==> config.mk <==
export PLATFORM = sky130hd
export DESIGN_NAME = uart_rx_bitclk
export DESIGN_NICKNAME = d
export VERILOG_FILES = /design/src/rtl/uart_pkg.sv /design/src/rtl/uart_byte_fifo.sv /design/src/rtl/uart_rx_bitclk.sv
export SDC_FILE = /design/constraint.sdc
export NUM_CORES = 1
export LEC_CHECK = 0
export BUFFER_PORTS_ARGS = -buffer_cell sky130_fd_sc_hd__buf_2
export CORE_AREA = 2 2 94 96
export CTS_CLUSTER_SIZE = 25
export DETAILED_ROUTE_END_ITERATION = 10
export DIE_AREA = 0 0 96 98
export PLACE_DENSITY = 0.68
export SLEW_MARGIN = 15
export SYNTH_ARGS = -nofsm -noshare
export SYNTH_HDL_FRONTEND = slang
export SYNTH_HIERARCHICAL = 1
export SYNTH_SLANG_ARGS = --single-unit
==> constraint.sdc <==
create_clock -name clk_inside -period 2.8 [get_ports clk_inside]
set_clock_uncertainty 0.15 [all_clocks]
set_input_delay 0.42 -clock clk_inside [delete_from_list [all_inputs] [get_ports clk_inside]]
set_output_delay 0.42 -clock clk_inside [all_outputs]
set_load 0.05 [all_outputs]
==> src/rtl/uart_pkg.sv <==
// Shared types and constants for the bit-clock UART receive path.
package uart_pkg;

  typedef enum logic [1:0] {
    ST_IDLE  = 2'd0,
    ST_DATA  = 2'd1,
    ST_STOP  = 2'd2,
    ST_BREAK = 2'd3
  } rx_state_e;

  localparam int         DATA_BITS  = 8;
  localparam logic       IDLE_LEVEL = 1'b1;
  localparam logic [7:0] PAT_FIRST  = 8'h41;  // 'A'
  localparam logic [7:0] PAT_LAST   = 8'h46;  // 'F'

  // Pattern byte expected after b; anything outside the pattern restarts it.
  function automatic logic [7:0] next_expected(input logic [7:0] b,
                                               input logic [7:0] first,
                                               input logic [7:0] last);
    if (b == last) return first;
    else if ((b >= first) && (b < last)) return b + 8'd1;
    else return first;
  endfunction

  // Increment that sticks at 255.
  function automatic logic [7:0] sat_inc(input logic [7:0] v);
    return (v == 8'hFF) ? v : v + 8'd1;
  endfunction

endpackage

==> src/rtl/uart_byte_fifo.sv <==
// Small byte FIFO with registered head outputs and drop-on-full reporting.
module uart_byte_fifo #(
  parameter int DEPTH = 4
) (
  input  logic       clk_inside,
  input  logic       rst_n,
  input  logic       push,
  input  logic [7:0] push_data,
  input  logic       pop,
  output logic [7:0] out_data,
  output logic       out_valid,
  output logic       drop
);

  localparam int         AW      = $clog2(DEPTH);
  localparam logic [AW:0] PTR_ONE = (AW + 1)'(1);

  logic [7:0]  mem [DEPTH];
  logic [AW:0] wr_q, wr_d, rd_q, rd_d;
  logic [7:0]  out_data_q, out_data_d;
  logic        out_valid_q, out_valid_d;
  logic        empty, full, do_push, do_pop;

  // Pointer update and next head selection, with bypass of a byte written this cycle.
  always_comb begin
    // NOTE: every signal gets a default first so no path leaves it unassigned (no latch).
    wr_d        = wr_q;
    rd_d        = rd_q;
    out_data_d  = out_data_q;
    empty       = (wr_q == rd_q);
    full        = (wr_q[AW-1:0] == rd_q[AW-1:0]) && (wr_q[AW] != rd_q[AW]);
    do_pop      = pop && !empty;
    do_push     = push && (!full || do_pop);
    drop        = push && full && !do_pop;
    if (do_push) wr_d = wr_q + PTR_ONE;
    if (do_pop)  rd_d = rd_q + PTR_ONE;
    out_valid_d = (wr_d != rd_d);
    if (out_valid_d) begin
      if (rd_d == wr_q) out_data_d = push_data;
      else              out_data_d = mem[rd_d[AW-1:0]];
    end
  end

  // Storage array.
  // NOTE: the data array has no reset; only pointers and registered outputs need one.
  always_ff @(posedge clk_inside) begin
    if (do_push) mem[wr_q[AW-1:0]] <= push_data;
  end

  // Pointers and registered head.
  // NOTE: sequential state uses non-blocking assignments so all flops update together.
  always_ff @(posedge clk_inside or negedge rst_n) begin
    if (!rst_n) begin
      wr_q        <= '0;
      rd_q        <= '0;
      out_data_q  <= '0;
      out_valid_q <= 1'b0;
    end else begin
      wr_q        <= wr_d;
      rd_q        <= rd_d;
      out_data_q  <= out_data_d;
      out_valid_q <= out_valid_d;
    end
  end

  assign out_data  = out_data_q;
  assign out_valid = out_valid_q;

endmodule

==> src/rtl/uart_rx_bitclk.sv <==
// 1x-sampled 8N1 receiver with byte FIFO and A..F pattern checker.
module uart_rx_bitclk
  import uart_pkg::*;
#(
  parameter int         SYNC_STAGES = 2,
  parameter int         FIFO_DEPTH  = 4,
  parameter logic [7:0] SEQ_FIRST   = PAT_FIRST,
  parameter logic [7:0] SEQ_LAST    = PAT_LAST
) (
  input  logic       clk_inside,
  input  logic       rst_n,
  input  logic       rx_in,
  output logic [7:0] out_data,
  output logic       out_valid,
  input  logic       out_ready,
  output logic       frame_err,
  output logic       overflow,
  output logic [7:0] seq_ok_cnt,
  output logic [7:0] seq_err_cnt,
  output logic       busy
);

  localparam int                 BIT_W    = $clog2(DATA_BITS);
  localparam logic [BIT_W-1:0]   LAST_BIT = BIT_W'(DATA_BITS - 1);

  logic [SYNC_STAGES-1:0] sync_q, sync_d;
  rx_state_e              state_q, state_d;
  logic [DATA_BITS-1:0]   shreg_q, shreg_d;
  logic [BIT_W-1:0]       bit_cnt_q, bit_cnt_d;
  logic                   frame_err_q, frame_err_d;
  logic                   overflow_q, overflow_d;
  logic [7:0]             seq_ok_q, seq_ok_d;
  logic [7:0]             seq_err_q, seq_err_d;
  logic [7:0]             expected_q, expected_d;
  logic                   rx_s, good_byte, fifo_drop;

  assign rx_s = sync_q[SYNC_STAGES-1];

  // Synchronizer shift, deframing FSM and pattern checker next-state logic.
  always_comb begin
    sync_d      = {sync_q[SYNC_STAGES-2:0], rx_in};
    state_d     = state_q;
    shreg_d     = shreg_q;
    bit_cnt_d   = bit_cnt_q;
    frame_err_d = 1'b0;
    seq_ok_d    = seq_ok_q;
    seq_err_d   = seq_err_q;
    expected_d  = expected_q;
    good_byte   = 1'b0;
    overflow_d  = overflow_q | fifo_drop;

    case (state_q)
      ST_IDLE: begin
        if (rx_s != IDLE_LEVEL) begin
          state_d   = ST_DATA;
          bit_cnt_d = '0;
        end
      end
      ST_DATA: begin
        shreg_d   = {rx_s, shreg_q[DATA_BITS-1:1]};
        bit_cnt_d = bit_cnt_q + 1'b1;
        if (bit_cnt_q == LAST_BIT) state_d = ST_STOP;
      end
      ST_STOP: begin
        if (rx_s == IDLE_LEVEL) begin
          good_byte = 1'b1;
          state_d   = ST_IDLE;
        end else begin
          frame_err_d = 1'b1;
          state_d     = ST_BREAK;
        end
      end
      ST_BREAK: begin
        // Stay here while the line is held low so a break never looks like a start bit.
        if (rx_s == IDLE_LEVEL) state_d = ST_IDLE;
      end
      default: state_d = ST_IDLE;
    endcase

    // Checker sees every good byte, even one the FIFO has to drop.
    if (good_byte) begin
      if (shreg_q == expected_q) seq_ok_d  = sat_inc(seq_ok_q);
      else                       seq_err_d = sat_inc(seq_err_q);
      expected_d = next_expected(shreg_q, SEQ_FIRST, SEQ_LAST);
    end
  end

  // All receiver state, asynchronously reset.
  always_ff @(posedge clk_inside or negedge rst_n) begin
    if (!rst_n) begin
      sync_q      <= '1;
      state_q     <= ST_IDLE;
      shreg_q     <= '0;
      bit_cnt_q   <= '0;
      frame_err_q <= 1'b0;
      overflow_q  <= 1'b0;
      seq_ok_q    <= '0;
      seq_err_q   <= '0;
      expected_q  <= SEQ_FIRST;
    end else begin
      sync_q      <= sync_d;
      state_q     <= state_d;
      shreg_q     <= shreg_d;
      bit_cnt_q   <= bit_cnt_d;
      frame_err_q <= frame_err_d;
      overflow_q  <= overflow_d;
      seq_ok_q    <= seq_ok_d;
      seq_err_q   <= seq_err_d;
      expected_q  <= expected_d;
    end
  end

  uart_byte_fifo #(.DEPTH(FIFO_DEPTH)) u_fifo (
    .clk_inside (clk_inside),
    .rst_n      (rst_n),
    .push       (good_byte),
    .push_data  (shreg_q),
    .pop        (out_valid && out_ready),
    .out_data   (out_data),
    .out_valid  (out_valid),
    .drop       (fifo_drop)
  );

  assign frame_err   = frame_err_q;
  assign overflow    = overflow_q;
  assign seq_ok_cnt  = seq_ok_q;
  assign seq_err_cnt = seq_err_q;
  assign busy        = (state_q != ST_IDLE);

endmodule

Yosys cells after proc, flatten, opt, wreduce, memory -nomap -nowiden
Memories as Yosys holds them, arrays and structs flattened. Index checks and enable logic that the tools add are counted.

$add $sub $neg: 6. Multiply operators: 0. Divide/modulo/power cells: 0. Order comparisons: 2. Eq/ne operators: 16. Shift operators: 0. Mux-type cells: 18. Bitwise logic cells: 4. Reduce and logical (&&, ||, !) cells: 18.

Operator list (count): adder 8 x 1 -> 8 bit (second input constant) (3); 2-to-1 mux 8 bit (3); equality test 8 bit (second input constant) (2); adder 3 x 1 -> 3 bit (second input constant) (3); 2-to-1 mux 3 bit (3); AND reduction 3 bit (3); equality test 8 x 7 -> 1 bit (second input constant) (1); equality test 8 bit (1); >= comparator 8 x 7 -> 1 bit (second input constant) (1); < comparator 8 x 7 -> 1 bit (second input constant) (1); 2-to-1 mux 2 bit (4); case mux 2 bit (4 select lines) (1); logical AND 1 bit (7); equality test 3 bit (2); 2-to-1 mux 1 bit (6); inequality test 2 bit (second input constant) (3); case mux 3 bit (2 select lines) (1); equality test 2 bit (second input constant) (2); nonzero test 2 bit (2); equality test 3 bit (second input constant) (1); logical NOT 1 bit (3); inequality test 3 bit (1); inverter 1 bit (3); equality test 2 x 1 -> 1 bit (second input constant) (1); 6 further kinds (6).

Register bits after elaboration: 56. Bits in latches: 0. Memory bits (writable): 32. Memory bits (read-only): 0. Bits of input ports: 4. Output and inout port bits: 28. Logic and storage cells: 78. Memories: 1.

Memories: u_fifo.mem (depth 4, width 8, rd ports 1, clocked after Yosys merged registers in 0, wr ports 1, RTL line uart_byte_fifo.sv:18) `logic [7:0] mem [DEPTH];`.

Longest topological paths before layout
Gate-level depths: netlist (run 1).

Depth in word-level cells: 7. Depth in mapped cells: 9. Depth with buffers taken out: 9.

Modules after synthesis
The synthesis (run 1) kept the hierarchy.

Modules (own cells, without submodules): uart_byte_fifo (times used 1, cells each 184, area an instance 2484.9 um2, sequential area each 1336.3 um2); uart_rx_bitclk (times used 1, cells each 168, area an instance 1909.3 um2, sequential area each 1031.0 um2).

Least setup slack after synthesis (run 1)
No wires, ideal clock.

Path kind: register to register. Start: register u_fifo.out_valid_q (netlist: u_fifo/out_valid). End: register u_fifo.out_data_q[0] (netlist: u_fifo/out_data[0]). Data arrival time: 2.526 ns. Slack: -0.001 ns. Stages on the path, launching flop included: 10. Buffers on the path: 2. Cell sequence: dfrtp_1 -> and2_1 -> clkbuf_1 -> inv_1 -> o21ai_0 -> a31o_2 -> and2_1 -> buf_1 -> mux2_2 -> mux2_2.

Word-level cells in the longest chain between the ends: 6.

Ends and longest elaborated chain: start, declared (RTL line uart_byte_fifo.sv:21) `logic out_valid_q, out_valid_d;`; start signal, assigned (RTL line uart_byte_fifo.sv:62) `out_valid_q <= out_valid_d;`; logical AND 1 bit (*) (RTL line uart_rx_bitclk.sv:118) `.pop (out_valid && out_ready),`; logical AND 1 bit (*) (RTL line uart_byte_fifo.sv:32) `do_pop = pop && !empty;`; parallel branches: the longest is 4 deep, another holds memory read (4 x 8 bit); end signal, assigned (RTL line uart_byte_fifo.sv:61) `out_data_q <= out_data_d;`; end, declared (RTL line uart_byte_fifo.sv:20) `logic [7:0] out_data_q, out_data_d;`.

Every way passes the cells marked *. A chain may end at the register's enable or synchronous reset.

Worst setup path in the final report (run 1)
Start: register u_fifo.wr_q[0]. End: register u_fifo.out_data_q[4] (netlist: u_fifo/out_data[4]).

Word-level cells in the longest chain between the ends: 7.

Ends and longest elaborated chain: start, declared (RTL line uart_byte_fifo.sv:19) `logic [AW:0] wr_q, wr_d, rd_q, rd_d;`; start signal, assigned (RTL line uart_byte_fifo.sv:59) `wr_q <= wr_d;`; parallel branches: the longest is 7 deep, another holds memory read (4 x 8 bit).

Several ways; the timed one is not identified.

==> results.md, run 1 <==
* Outcome: finished, final reports clean
* Largest family of logic cells by synthesized area: simple AND/OR/NAND/NOR gates
* FF-to-FF Start: u_fifo/wr_q[0]$_DFF_PN0_
* Total power divided by cell area at 1120 nW/µm²
* Post-synthesis mux area share at 9.57%
* Initial antenna violation count at 0
* Dpl hpwl at 6.18 mm
* FF-to-FF setup slack at 0.12 ns
* WL per Instance at 17.5 µm
* Hold Crit Depth at 0
* # Post-CTS Setup Buffers at 0
* Gpl congestion at 0.903
* Endpoints failing setup at 0
* Cell Area, Placed at 4700 µm²
* Arr. time, crit path at 2.76 ns
* Detailed Route WL at 8.88 mm
* Fill cells at 707
* Worst Path Max Fanout at 9
* Required time of the worst setup path at 2.88 ns
* Num CTS Buffers at 9
* Largest net degree at the start of global routing at 54
* Top FF cell, synth: dfrtp_1
* Slew of the pin with the lowest slew margin at 0.944 ns
* Worst reg2reg path depth at 7
* Final Cycle Share at 95.7%
* Clk sinks at 88
* GRT overflow at 0
* Final net count at 411
* Width of the die at 96 µm
* WHS Endpoint: sync_q[1]$_DFF_PN1_
* Average vias per placed instance at 5.75
* Kind of critical path: flop to flop
* Reg2Reg Capture Point: u_fifo/out_data[4]$_DFFE_PN0P_
* CTS tree: built
* Peak Freq at 373 MHz
* Global-route wire length before repair at 14.2 mm
* Post-synth EDFFs at 32
* Final Hold Vio Count at 0
* GRT Total Usage at 20.0%
* CTS root buffer: clkbuf_8
* Sequential-to-total area share from yosys stat at 53.9%
* Max-capacitance violation count at 0
* Final core utilization at 57.9%
* Net Count, Synth at 369
* Yosys top cell by area: dfrtp_1
* CP Launch Type: flop
* Worst Hold Class: flop to flop
* Synthesized area at 4390 µm²
* Post-Synth Adder-Cell Area at 3.70%
* Unrepaired setup endpoints after global routing: false
* Die Y at 98 µm
* Most frequent cells in the layout: dfrtp_1, mux2_2, edfxtp_1
* Share of layout cells above drive strength 1 at 30.8%
* Compound-gate portion of the synthesized area at 10.4%
* Yosys warns at 6
* Post-route cell area at 4900 µm²
* First-pass iteration count of the detailed router at 4
* Buffers on Ports at 31
* I/O pins at 32
* Worst vdd ir at 0.515 mV
* Post-synthesis xor/xnor area fraction at 7.83%
* Synth Area in Simple Gates at 12.1%
* Clock slew at reported path FFs at 0.09 ns
* Ys async rst share at 63.6%
* Tmin final at 2.68 ns
* Hold slack at 0.210 ns
* Commonest non-fill, non-tap cell in the layout: dfrtp_1
* Die area at 9410 µm²
* Area Overhead vs Synth at 11.6%
* Starting Density at 51.9%
* Synth Area per Inst at 12.5 µm²
* Setup tns final at 0 ns
* Slew margin rel. at 36.8%
* Hold path start: sync_q[0]$_DFF_PN1_
* DRC viols at 0
* Distinct cells, synth at 53
* Vias in the first global route at 2818
* Antenna Nets Post-Route at 0
* Num rows at 34
* Synth Register Bits at 88
* H-tree depth at 3
* Synth top area share at 29.6%
* Clock tree buffer depth at 2
* Ranking of synthesized cells by area: dfrtp_1, edfxtp_1, mux2_2
* Leak at 2.12 nW
* DRT iter0 DRCs at 86
* Slew Limit Fails at 0
* Worst-Skew Late Latency at 0.35 ns
* # diodes at 0
* Mapped Cells at 352
* Setup crit end kind: flop
* DR vias at 2915
* Core area at 8470 µm²
## how the worst max path moves through the flow
stage                     slack [ns]                       start                              to
after detailed placement        0.13    u_fifo/rd_q[0]$_DFF_PN0_  u_fifo/out_data[7]$_DFFE_PN0P_
after global placement          0.22    u_fifo/rd_q[2]$_DFF_PN0_  u_fifo/out_data[4]$_DFFE_PN0P_
final                           0.12    u_fifo/wr_q[0]$_DFF_PN0_  u_fifo/out_data[4]$_DFFE_PN0P_
after CTS                       0.12    u_fifo/rd_q[0]$_DFF_PN0_  u_fifo/out_data[7]$_DFFE_PN0P_
after global routing           0.008         sync_q[1]$_DFF_PN1_  u_fifo/out_data[3]$_DFFE_PN0P_
after floorplan                 0.13  u_fifo/out_valid$_DFF_PN0_  u_fifo/out_data[0]$_DFFE_PN0P_
## routing by layer
metal / up-vias / share of wire, % / routed length, µm / track usage (%)
met3: 8 / 2.4 / 215 / 3.47
met5: - / 0 / 0 / 0
met2: 60 / 50 / 4400 / 31.2
met1: 1461 / 46 / 4130 / 27.8
met4: 0 / 1.6 / 140 / 7.91
li1: 1386 / - / - / -
## timing repair
item	4_1_cts	5_1_grt
gates resized for setup	0	2
hold endpoints to repair	4	0
endpoints found under the setup margin	0	7
hold buffers	2	0
## flip-flops by register name, summed over array words and instances (netlist names)
register,flops
u_fifo/rd_q,3
bit_cnt_q,3
seq_err_cnt,8
seq_ok_cnt,8
u_fifo/out_data,8
u_fifo/mem,32
shreg_q,8
sync_q,2
expected_q,8
frame_err,1
u_fifo/out_valid,1
u_fifo/wr_q,3
state_q,2
overflow,1
## synthesized netlist by cell type, drive strengths merged, types with 5 or more instances
cell     n
o21ai   11
xnor2   13
edfxtp  32
nand4    7
and2     5
nor3     6
xor2    22
o32ai    7
o221ai  14
inv     12
ha      13
nor2    14
nor4     5
a21oi   13
clkbuf   8
nor2b    7
mux2    34
nand3   10
nand2   27
buf      5
dfrtp   52
## layout make-up
cell class / count / area [µm²] / area share (%)
Clock buffer: 10 / 128 / 2.60
Clock inverter: 6 / 45.0 / 0.918
Inverter: 12 / 45.0 / 0.918
Multi-Input combinational cell: 239 / 1930 / 39.3
Sequential cell: 88 / 2370 / 48.3
Tap cell: 108 / 135 / 2.76
Timing Repair Buffer: 44 / 258 / 5.26
## critical path, stage by stage (launching register included)
cell,delay (ns)
dfrtp_1,0.49
xnor2_2,0.39
a31oi_2,0.20
buf_4,0.21
o32ai_1,0.46
a21oi_1,0.12
mux2_2,0.28
mux2_2,0.26
## cells by family (layout without fill, tap and decap cells)
logic type               count (synthesis)  count (layout)
multiplexers                            37              37
flip-flops                              88              88
AND/OR/NAND/NOR                         94              94
AO/OA/AOI/OAI                           60              60
buffers and inverters                   25              72
XOR/XNOR                                35              35
adder cells (fa/ha/maj)                 13              13
## stage by stage
stage / power, mW / setup WS, ns / cells
after global routing: 5.82 / 0.00799 / 507
after CTS: 5.48 / 0.118 / 507
final: 5.47 / 0.121 / 507
after floorplan: 4.03 / 0.132 / 352
after detailed placement: 4.68 / 0.133 / 489
after global placement: 4.59 / 0.223 / 489
## report_power, final
part / total, mW / internal [mW] / switching [mW]
registers: 2.00 / 1.66 / 0.336
clock network: 0.791 / 0.327 / 0.463
logic: 2.68 / 1.15 / 1.53
No activity file was read; power rests on OpenSTA's default activity.
==> run 2, diff against run 1 <==
--- a/config.mk
+++ b/config.mk
@@ -6,13 +6,12 @@
 export NUM_CORES = 1
 export LEC_CHECK = 0
 export BUFFER_PORTS_ARGS = -buffer_cell sky130_fd_sc_hd__buf_2
-export CORE_AREA = 2 2 94 96
+export CORE_AREA = 2 2 90 92
 export CTS_CLUSTER_SIZE = 25
 export DETAILED_ROUTE_END_ITERATION = 10
-export DIE_AREA = 0 0 96 98
+export DIE_AREA = 0 0 92 94
 export PLACE_DENSITY = 0.68
 export SLEW_MARGIN = 15
 export SYNTH_ARGS = -nofsm -noshare
 export SYNTH_HDL_FRONTEND = slang
-export SYNTH_HIERARCHICAL = 1
 export SYNTH_SLANG_ARGS = --single-unit
==> run 2 against run 1 <==
Effect of this change:
- critical path depth increased by 1
- clock-buffer cell count decreased by 1
- cell area down 6.3%
- total power down 2.2%
- non-clock buffer count is 3 lower
- synthesized cell count is 18% lower
- combinational power decreased by 8.6%
- utilization is 2.5 points higher
- clock power grew 16%
- critical endpoint is now u_fifo.out_data[4]$_DFFE_PN0P_
- largest cell class unchanged
- largest power group unchanged
==> results.md, run 2 <==
* Outcome: finished, final reports clean
* Gpl congestion at 0.748
* CP max stage delay at 0.48 ns
* Synth top area share at 32.4%
* Worst Hold Class: input port to asynchronous set/reset pin
* Area Overhead vs Synth at 14.5%
* Setup crit end kind: flop
* Ranking of synthesized cells by area: dfrtp_1, edfxtp_1, xnor2_1
* Num CTS Buffers at 9
* Ys async rst share at 63.6%
* I/O pins at 32
* Die Y at 94 µm
* Net Count, Synth at 307
* Post-synth EDFFs at 32
* Slew of the pin with the lowest slew margin at 0.721 ns
* Worst path depth at 8
* Final Hold Vio Count at 0
* Peak Freq at 378 MHz
* Final net count at 352
* Yosys top cell by area: dfrtp_1
* Setup tns final at 0 ns
* FF-to-FF Start: u_fifo.rd_q[0]$_DFF_PN0_
* Top FF cell, synth: dfrtp_1
* Dpl hpwl at 4.71 mm
* Arr. time, crit path at 2.74 ns
* Tmin final at 2.64 ns
* # diodes at 0
* Worst vdd ir at 0.468 mV
* Worst path slowest cell: dfrtp_1
* Synth Area per Inst at 13.8 µm²
* Antenna Nets Post-Route at 0
* Sequential Power Share at 37.1%
* Worst Path Max Fanout at 10
* Buffers on Ports at 31
* Commonest non-fill, non-tap cell in the layout: dfrtp_1
* Post-route cell area at 4600 µm²
* Combinational power share at 45.8%
* Endpoints failing setup at 0
* Synthesized area at 4020 µm²
* Max-capacitance violation count at 0
* Largest net degree at the start of global routing at 57
* Slew margin rel. at 51.9%
* Kind of critical path: flop to flop
* Clock tree buffer depth at 2
* Post-synth top cells: dfrtp_1, nand2_1, edfxtp_1, xnor2_1, ha_1
* Worst-Skew Late Latency at 0.36 ns
* Clk sinks at 88
* Final core utilization at 60.4%
* Mapped Cells at 290
* Distinct cells, synth at 50
* Core area at 7610 µm²
* Most frequent cells in the layout: dfrtp_1, nand2_1, edfxtp_1
* Initial antenna violation count at 0
* DR vias at 2386
* Clock slew at reported path FFs at 0.10 ns
* WL per Instance at 15.8 µm
* Worst path cell trace: xnor2_2 > buf_4 > nor4b_2 > nor3_4 > buf_12 > mux4_2 > mux2_2 > mux2_4
* First-pass iteration count of the detailed router at 4
* FF-to-FF setup slack at 0.16 ns
* Clk network pwr share at 17.1%
* Vias in the first global route at 2422
* Unrepaired setup endpoints after global routing: false
* DRC viols at 0
* Width of the die at 92 µm
* Required time of the worst setup path at 2.89 ns
* Average vias per placed instance at 5.40
* Leak at 1.99 nW
* CTS tree: built
* H-tree depth at 3
* Synth Register Bits at 88
* Starting Density at 52.8%
* Die area at 8650 µm²
* GRT Total Usage at 18.2%
* Total power divided by cell area at 1160 nW/µm²
* Worst reg2reg path depth at 8
* Fill cells at 614
* CP Launch Type: flop
* Cell Area, Placed at 4340 µm²
* GRT overflow at 0
* CTS root buffer: clkbuf_8
* Sequential-to-total area share from yosys stat at 58.9%
* DRT iter0 DRCs at 118
* Final Cycle Share at 94.5%
* Worst Path Buf+Inv at 2
* Largest delay share family, worst path: multiplexers
* Crit path to: u_fifo.out_data[4]$_DFFE_PN0P_
* Detailed Route WL at 6.98 mm
* Crit path from: u_fifo.rd_q[0]$_DFF_PN0_
* Switch share at 38.3%
* Most common cell in the netlist: dfrtp_1
* Yosys warns at 0
* Reg2Reg Capture Point: u_fifo.out_data[4]$_DFFE_PN0P_
* Slew Limit Fails at 0
* Psw at 2.05 mW
* Share of layout cells above drive strength 1 at 27.9%
* Num rows at 32
* P_int at 3.30 mW
* Global-route wire length before repair at 12.0 mm
* Largest register FFs at 32
[run 2: timing repair]
item	in CTS	in global routing
setup endpoints to repair	0	8
hold endpoints to repair	1	0
hold buffers	1	0
buffers inserted	0	1
resized for setup	0	2
[run 2: area by class of cell]
type / instances / area, µm² / share of cell area [%]
Sequential cell: 88 / 2370 / 51.5
Multi-Input combinational cell: 187 / 1610 / 34.9
Timing Repair Buffer: 41 / 258 / 5.61
Tap cell: 102 / 128 / 2.78
Clock buffer: 9 / 124 / 2.69
Clock inverter: 7 / 83.8 / 1.82
Inverter: 8 / 30.0 / 0.653
[run 2: power by group through the flow]
stage	sequential (mW)	combinational [mW]	clock, mW
after floorplan	2.20	1.63	0
after global placement	1.99	2.32	0
after detailed placement	2.00	2.39	0
after CTS	1.98	2.41	0.937
after global routing	2.04	2.68	0.992
final	1.99	2.45	0.914
[run 2: logic make-up after synthesis]
group / count (synthesis) / share of synthesized area [%]
AO/OA/AOI/OAI: 29 / 5.76
XOR/XNOR: 33 / 8.22
adder cells (fa/ha/maj): 13 / 4.05
buffers and inverters: 15 / 1.50
flip-flops: 88 / 58.9
multiplexers: 27 / 10.6
AND/OR/NAND/NOR: 85 / 11.0
[run 2: through the flow]
step           instances  total power [mW]  worst slack (ns)  hold WS, ns
6_report             442              5.35             0.155       0.0265
5_1_grt              442              5.71            0.0402        0.106
4_1_cts              441              5.32            0.0240       0.0624
3_5_place_dp         424              4.39            0.0352        0.197
3_3_place_gp         424              4.31             0.142        0.196
2_1_floorplan        290              3.83            0.0654      -0.0256
[run 2: worst min path at each step]
stage,start,to,slack (ns),cells past startpoint
after floorplan,rst_n,bit_cnt_q[0]$_DFFE_PN0P_,-0.03,0
after global placement,sync_q[0]$_DFF_PN1_,sync_q[1]$_DFF_PN1_,0.20,0
after detailed placement,sync_q[0]$_DFF_PN1_,sync_q[1]$_DFF_PN1_,0.20,0
after CTS,rst_n,u_fifo.out_data[3]$_DFFE_PN0P_,0.06,2
after global routing,rst_n,u_fifo.out_data[1]$_DFFE_PN0P_,0.11,2
final,rst_n,u_fifo.out_data[3]$_DFFE_PN0P_,0.03,2
[run 2: per-layer routing]
layer  up-vias  wire [µm]  GRT usage (%)  part of all wire, %
met2        51       3420           29.1                   49
li1       1141          -              -                    -
met5         -          0              0                    0
met3         9        261           5.14                  3.7
met4         0        148           7.46                  2.1
met1      1185       3140           23.7                   45
